--- config.mk ---
export PLATFORM = sky130hd
export DESIGN_NAME = mem_port_arbiter
export DESIGN_NICKNAME = d
export VERILOG_FILES = /design/src/rtl/mem_port_arbiter.sv
export SDC_FILE = /design/constraint.sdc
export NUM_CORES = 1
export LEC_CHECK = 0
export ABC_CLOCK_PERIOD_IN_PS = 2000
export CORE_MARGIN = 2
export CORE_UTILIZATION = 41
export CTS_BUF_LIST = sky130_fd_sc_hd__clkbuf_4
export CTS_CLUSTER_DIAMETER = 150
export DETAILED_ROUTE_END_ITERATION = 10
export PLACE_DENSITY = 0.9
export SLEW_MARGIN = 20
export SYNTH_ARGS = -nofsm -noshare
export SYNTH_HDL_FRONTEND = slang
export SYNTH_SLANG_ARGS = --single-unit
--- constraint.sdc ---
create_clock -name clk_i -period 2 [get_ports clk_i]
set_input_delay 0.6 -clock clk_i [delete_from_list [all_inputs] [get_ports clk_i]]
set_output_delay 0.6 -clock clk_i [all_outputs]
set_load 0.02 [all_outputs]
--- src/rtl/mem_port_arbiter.sv ---
// Shares one variable-latency memory port between instruction fetch and data access. Data has priority, fetch is guarded against starvation.
// Latency: the command is registered one cycle after a grant, and the ready pulse comes one cycle after mem_ack_i. The minimum issue interval is 3 cycles.
// Backpressure: a requester holds its request while its stall is high. mem_req_o stays high until mem_ack_i.
module mem_port_arbiter #(
  parameter int ADDR_W       = 32,
  parameter int DATA_W       = 32,
  parameter int STARVE_LIMIT = 4
) (
  input  logic              clk_i,
  input  logic              rst_i,
  input  logic              if_req_i,
  input  logic [ADDR_W-1:0] if_addr_i,
  output logic [DATA_W-1:0] if_data_o,
  output logic              if_ready_o,
  output logic              if_stall_o,
  input  logic              dm_req_i,
  input  logic              dm_we_i,
  input  logic [ADDR_W-1:0] dm_addr_i,
  input  logic [DATA_W-1:0] dm_wdata_i,
  output logic [DATA_W-1:0] dm_rdata_o,
  output logic              dm_ready_o,
  output logic              dm_stall_o,
  output logic              mem_req_o,
  output logic              mem_we_o,
  output logic [ADDR_W-1:0] mem_addr_o,
  output logic [DATA_W-1:0] mem_wdata_o,
  input  logic [DATA_W-1:0] mem_rdata_i,
  input  logic              mem_ack_i
);

  localparam int STREAK_W = $clog2(STARVE_LIMIT + 1);
  localparam logic [STREAK_W-1:0] STREAK_MAX = STREAK_W'(STARVE_LIMIT);

  typedef enum logic [1:0] {IDLE, IF_ACC, DM_ACC, DONE} state_t;

  typedef struct packed {
    logic              we;
    logic [ADDR_W-1:0] addr;
    logic [DATA_W-1:0] wdata;
  } mem_cmd_t;

  state_t               state, state_nxt;
  logic [STREAK_W-1:0]  streak;
  logic                 starved;
  logic                 grant_if, grant_dm;
  logic                 mem_req_q;
  mem_cmd_t             cmd_q;
  logic [DATA_W-1:0]    if_data_q, dm_rdata_q;
  logic                 if_ready_q, dm_ready_q;
  logic                 if_ack, dm_ack;

  assign starved = (streak == STREAK_MAX);
  assign if_ack  = (state == IF_ACC) && mem_ack_i;
  assign dm_ack  = (state == DM_ACC) && mem_ack_i;

  // Fetch wins a contended slot only once the data streak has hit the limit.
  always_comb begin
    state_nxt = state;
    grant_if  = 1'b0;
    grant_dm  = 1'b0;
    case (state)
      IDLE: begin
        if (dm_req_i && !(if_req_i && starved)) begin
          grant_dm  = 1'b1;
          state_nxt = DM_ACC;
        end else if (if_req_i) begin
          grant_if  = 1'b1;
          state_nxt = IF_ACC;
        end
      end
      IF_ACC, DM_ACC: begin
        if (mem_ack_i) state_nxt = DONE;
      end
      DONE:    state_nxt = IDLE;
      default: state_nxt = IDLE;
    endcase
  end

  always_ff @(posedge clk_i) begin
    if (rst_i) state <= IDLE;
    else       state <= state_nxt;
  end

  always_ff @(posedge clk_i) begin
    if (rst_i) begin
      streak <= '0;
    end else if (grant_if) begin
      streak <= '0;
    end else if (grant_dm && if_req_i && !starved) begin
      streak <= streak + 1'b1;
    end
  end

  // The command is latched at grant, so requester inputs are not used during the access.
  always_ff @(posedge clk_i) begin
    if (rst_i) begin
      mem_req_q <= 1'b0;
      cmd_q     <= '0;
    end else if (grant_dm) begin
      mem_req_q <= 1'b1;
      cmd_q     <= '{we: dm_we_i, addr: dm_addr_i, wdata: dm_wdata_i};
    end else if (grant_if) begin
      mem_req_q <= 1'b1;
      cmd_q     <= '{we: 1'b0, addr: if_addr_i, wdata: '0};
    end else if (if_ack || dm_ack) begin
      mem_req_q <= 1'b0;
    end
  end

  always_ff @(posedge clk_i) begin
    if (rst_i) begin
      if_data_q  <= '0;
      dm_rdata_q <= '0;
      if_ready_q <= 1'b0;
      dm_ready_q <= 1'b0;
    end else begin
      if_ready_q <= if_ack;
      dm_ready_q <= dm_ack;
      if (if_ack)               if_data_q  <= mem_rdata_i;
      if (dm_ack && !cmd_q.we)  dm_rdata_q <= mem_rdata_i;
    end
  end

  assign mem_req_o   = mem_req_q;
  assign mem_we_o    = cmd_q.we;
  assign mem_addr_o  = cmd_q.addr;
  assign mem_wdata_o = cmd_q.wdata;
  assign if_data_o   = if_data_q;
  assign dm_rdata_o  = dm_rdata_q;
  assign if_ready_o  = if_ready_q;
  assign dm_ready_o  = dm_ready_q;
  assign if_stall_o  = if_req_i & ~if_ready_q;
  assign dm_stall_o  = dm_req_i & ~dm_ready_q;

endmodule

# --- Word level (Yosys, flattened, before mapping) ---
# Index checks and enable logic that the tools add are counted.
classes:
  reduce_logical: 17
  n_eq_ne: 6
  n_mux: 14
  addsub: 1
  bitwise: 4
ops:
  columns: ["cell", "n"]
  rows:
  - ["$mux W65", 2]
  - ["$mux W1", 8]
  - ["$logic_and A1 B1 Y1", 7]
  - ["$mux W2", 3]
  - ["$pmux W2 S3", 1]
  - ["$eq A2 B2 Y1 const B", 2]
  - ["$reduce_or A2 Y1", 2]
  - ["$add A3 B1 Y3 const B", 1]
  - ["$eq A3 B3 Y1 const B", 1]
  - ["$logic_not A1 Y1", 3]
  - ["$ne A3 B3 Y1 const B", 1]
  - ["$reduce_bool A3 Y1", 1]
  - ["$and A1 B1 Y1", 2]
  - ["$eq A2 B1 Y1 const B", 1]
  - ["$logic_not A2 Y1", 1]
  - ["$ne A2 B2 Y1 const B", 1]
  - ["$not A1 Y1", 2]
  - ["$reduce_and A2 Y1", 1]
  - ["$reduce_bool A2 Y1", 1]
  - ["$logic_or A1 B1 Y1", 1]
word_totals:
  elab_cells: 52
  out_inout_bits: 134
  ff_bits: 137
  inputBits: 134

# --- Depth between registers and ports, before layout ---
depth:
  depth_word: 8
  mapped_depth: 8
  mapped_depth_nobuf: 5

# --- Worst setup path after synthesis ---
# No wires, ideal clock.
synth_path:
  path_kind: "input to output"
  start: "in dm_req_i"
  end: "out dm_stall_o"
  arrival_ps: 1071
  n_path_buf: 1
  required_ps: 1400
  cell_stages: 2
  setup_slack_ps: 329
  path_cell_list: "buf_4 -> nor2b_1"
synth_via:
  elab_chain_cells: 1
synth_rtl:
  columns: ["element", "line_no", "rtl"]
  rows:
  - ["start, declared", "16", "input logic dm_req_i,"]
  - ["$and A1 B1 Y1", "133", "assign dm_stall_o = dm_req_i & ~dm_ready_q;"]
  - ["end, declared", "22", "output logic dm_stall_o,"]
# No other way between the ends.

# --- Worst setup path in the final report ---
layout_path:
  start: "reg dm_ready_q (netlist: dm_ready_o)"
  end: "out dm_ready_o"
layout_lines:
  columns: ["element", "line_no", "rtl"]
  rows:
  - ["start, declared", "49", "logic if_ready_q, dm_ready_q;"]
  - ["start signal, assigned", "118", "dm_ready_q <= dm_ack;"]
  - ["end, declared", "21", "output logic dm_ready_o,"]
# No word-level cell between the ends.

==> results by group <==
Setup path
  • Setup Crit Path Kind: flip-flop to primary output
  • CP top delay family: flip-flops
  • Worst-path cell chain: clkdlybuf4s15_1
  • Max stage delay cell, worst path: dfxtp_1
  • Element type at the critical path end: primary output
  • Startpoint types: flip-flop
  • Critical path's largest stage delay: roughly 0.43 ns
  • Critical path buffer and inverter count: 1
  • Peak fanout along the critical path: 2
  • Worst path required time: 1.40 ns
  • CP arrival: 1.30 ns

Pwr
  • Sw frac: a little over a third
  • Switching Power: 2.68 mW
  • Logic pwr share: 35.0%
  • PwrDens: 912 nW/um^2
  • Internal power: 4.95 mW
  • Pwr Total: about 7.6 mW
  • Clock power frac: around 23%
  • Leak: 3.60 nW
  • Part of the power in registers: 42.6%
  • Maximum VDD drop: ~500 uV

Final layout
  • Finished Layout Cells: 1073
  • Seq. cell area: 2740 um^2
  • Commonest non-fill, non-tap cells in the layout: dfxtp_1 (137), nand2_1 (136), dlygate4sd2_1 (131)
  • Area growth from synthesis to final layout: 56.2%
  • Fin area: 8360 um^2
  • ANT cells: 0
  • Layout cells sized above 1: 7.10%
  • Leading cell type in the layout, fill and taps excluded: dfxtp_1
  • Fillers: 1089
  • Nets: 1028
  • Area of the multi-input gates: around 2200 um^2

Clock network
  • # clock sinks: 137
  • Inserted Clock Buffers: 17
  • Post_cts resized: 144
  • Clock root cell: clkbuf_4
  • CTS Hold Bufs: 0
  • CTS clk-pin slew, worst paths: 0.11 ns
  • Clk Latency, worst-skew pair: 0.53 ns
  • Clock Path Buffers: 2
  • Postcts setup bufs: 0
  • CTS tree: done
  • H-Tree Depth: 4

Global routing
  • Gr ovfl total: 0
  • Initial antenna violation count: 0
  • Vias in the first global route: roughly 5300
  • GRT Total Usage: between 20% and 30%
  • Largest net degree at the start of global routing: 84
  • First-pass GRT wire length: 27.2 mm

STA
  • Final-report setup violation count: 0
  • Setup_tns: 0 ns
  • Unrepaired setup endpoints after global routing: no
  • Rel. slew slack: 75.7%
  • Fmax: between 500 and 600 MHz
  • Clock skew: 0.0169 ns
  • Share of the clock period used by the worst path: between 90% and 100%
  • Hold Fails Final Rpt: 0
  • Final Slew Violations: 0
  • Setup ws final: 0.102 ns
  • Tmin final: 1.90 ns
  • Slew @ Worst Pin: approximately 0.36 ns

Placement
  • Port bufs: between 200 and 300
  • RD Place Congestion: 0.846
  • Pre-CTS worst setup slack: -0.516 ns
  • Placed Area: between 8000 and 9000 um^2
  • Hpwl dp: 11.7 mm
  • Cell Count Post-Placement: ~1000

Yosys
  • Yosys top cell area share: 51.2%
  • Top post-synthesis cells by area: dfxtp_1 (51%), nand2_1 (9.5%), a21oi_1 (9.4%)
  • Seq cells post-synth: between 100 and 150
  • Post-Syn Area: 5360 um^2
  • Yosys warning count: 0
  • Register area share after synthesis: between 50% and 60%
  • Cell taking the most area after synthesis: dfxtp_1
  • Syn_area_per_cell: about 8.4 um^2
  • Yosys cell types: 33
  • Synthesized Nets: 776
  • Syn Inst Count: 637

Route
  • Routed vias: 5624
  • Final ANT Viol Nets: 0
  • Routed WL per cell: around 16 um
  • DR pass1 iterations: 5
  • Initial DRC count: 418
  • DRC viols: 0
  • Avg Vias per Cell: 5.24
  • WL final: 17.2 mm

Die
  • Die height: ~120 um
  • Initial core utilization: a little over two fifths
  • Die Span X: about 120 um
  • DIE AREA: 14000 um^2
  • Row Count: just over 40
  • Core box area: ~13000 um^2
  • IO Pins: 268

Min path
  • Tightest Hold Check Type: flip-flop to flip-flop

Run
  • Total of max-cap violations: 0

Outcome
  • Status: completed
[worst paths after layout]
kind,start,to,slack (ns),cells after the start
setup / recovery,dm_ready_o$_SDFF_PP0_,dm_ready_o,0.10,1
hold / removal,if_data_o[19]$_SDFFE_PP0P_,if_data_o[19]$_SDFFE_PP0P_,0.46,2
setup reg to reg,state[1]$_SDFFE_PP0P_,mem_wdata_o[4]$_SDFFE_PP0P_,0.34,6
hold reg to reg,if_data_o[19]$_SDFFE_PP0P_,if_data_o[19]$_SDFFE_PP0P_,0.46,2
[through the flow]
step,util [%],hold slack (ns)
after floorplan,-,0.449
after global placement,65.2,0.441
after detailed placement,65.2,0.447
after CTS,65.9,0.460
after global routing,66.0,0.476
final,66.0,0.457
[Yosys cell counts]
master / instances
a21bo_1: 1
a21boi_0: 2
a21boi_1: 1
a21oi_1: 101
a31oi_1: 32
a32oi_1: 33
and2_1: 1
and2_4: 1
and3_1: 1
and3b_1: 1
buf_2: 23
buf_4: 13
buf_6: 9
clkbuf_1: 15
clkbuf_2: 3
dfxtp_1: 137
ha_1: 5
inv_1: 5
nand2_1: 136
nand3_1: 1
nand3_2: 1
nand3b_1: 1
nand4_1: 1
nor2_1: 35
nor2b_1: 3
nor3b_1: 2
o211a_1: 1
o21a_1: 1
o21ai_0: 54
o21ai_1: 13
o21ai_2: 1
o32a_1: 1
or3_1: 2
[sequential cells by signal, indices dropped and copies added (netlist names)]
name         cells
streak           3
dm_rdata_o      32
dm_ready_o       1
mem_wdata_o     32
mem_req_o        1
if_ready_o       1
mem_addr_o      32
if_data_o       32
state            2
mem_we_o         1
[worst min-delay path, stage by stage, from the launching register on]
cell and delay, ns:
dfxtp_1 0.32, nand2_1 0.05, a21oi_1 0.05
[metal layers]
| layer | track usage, % | routed length (um) | vias up |
|---|---|---|---|
| li1 | - | - | 2729 |
| met1 | 28.8 | 6940 | 2598 |
| met2 | 38.9 | 8320 | 251 |
| met3 | 7.67 | 1310 | 46 |
| met4 | 11.8 | 601 | 0 |
| met5 | 0 | 0 | - |
[final cells by class]
type | count | area share [%]
Clock buffer | 17 | 1.53
Clock inverter | 14 | 1.59
Inverter | 5 | 0.224
Multi-Input combinational cell | 432 | 26.6
Sequential cell | 137 | 32.8
Tap cell | 172 | 2.57
Timing Repair Buffer | 296 | 34.7
[power by group through the flow]
| stage | clock [mW] | combinational, mW | sequential [mW] |
|---|---|---|---|
| after global routing | 1.91 | 2.87 | 3.29 |
| final | 1.71 | 2.67 | 3.25 |
| after CTS | 1.77 | 2.67 | 3.25 |
| after detailed placement | 0 | 2.89 | 3.32 |
| after floorplan | 0 | 1.16 | 3.73 |
| after global placement | 0 | 2.85 | 3.30 |
[cells by family after synthesis]
logic type,after synthesis,share of synthesized area [%]
AOI/OAI and AO/OA,241,26.1
buffers and inverters,68,7.55
adders and majority gates,5,1.17
and+or+nand+nor,186,13.9
DFF,137,51.2
Power figures use the tool's default switching activity.
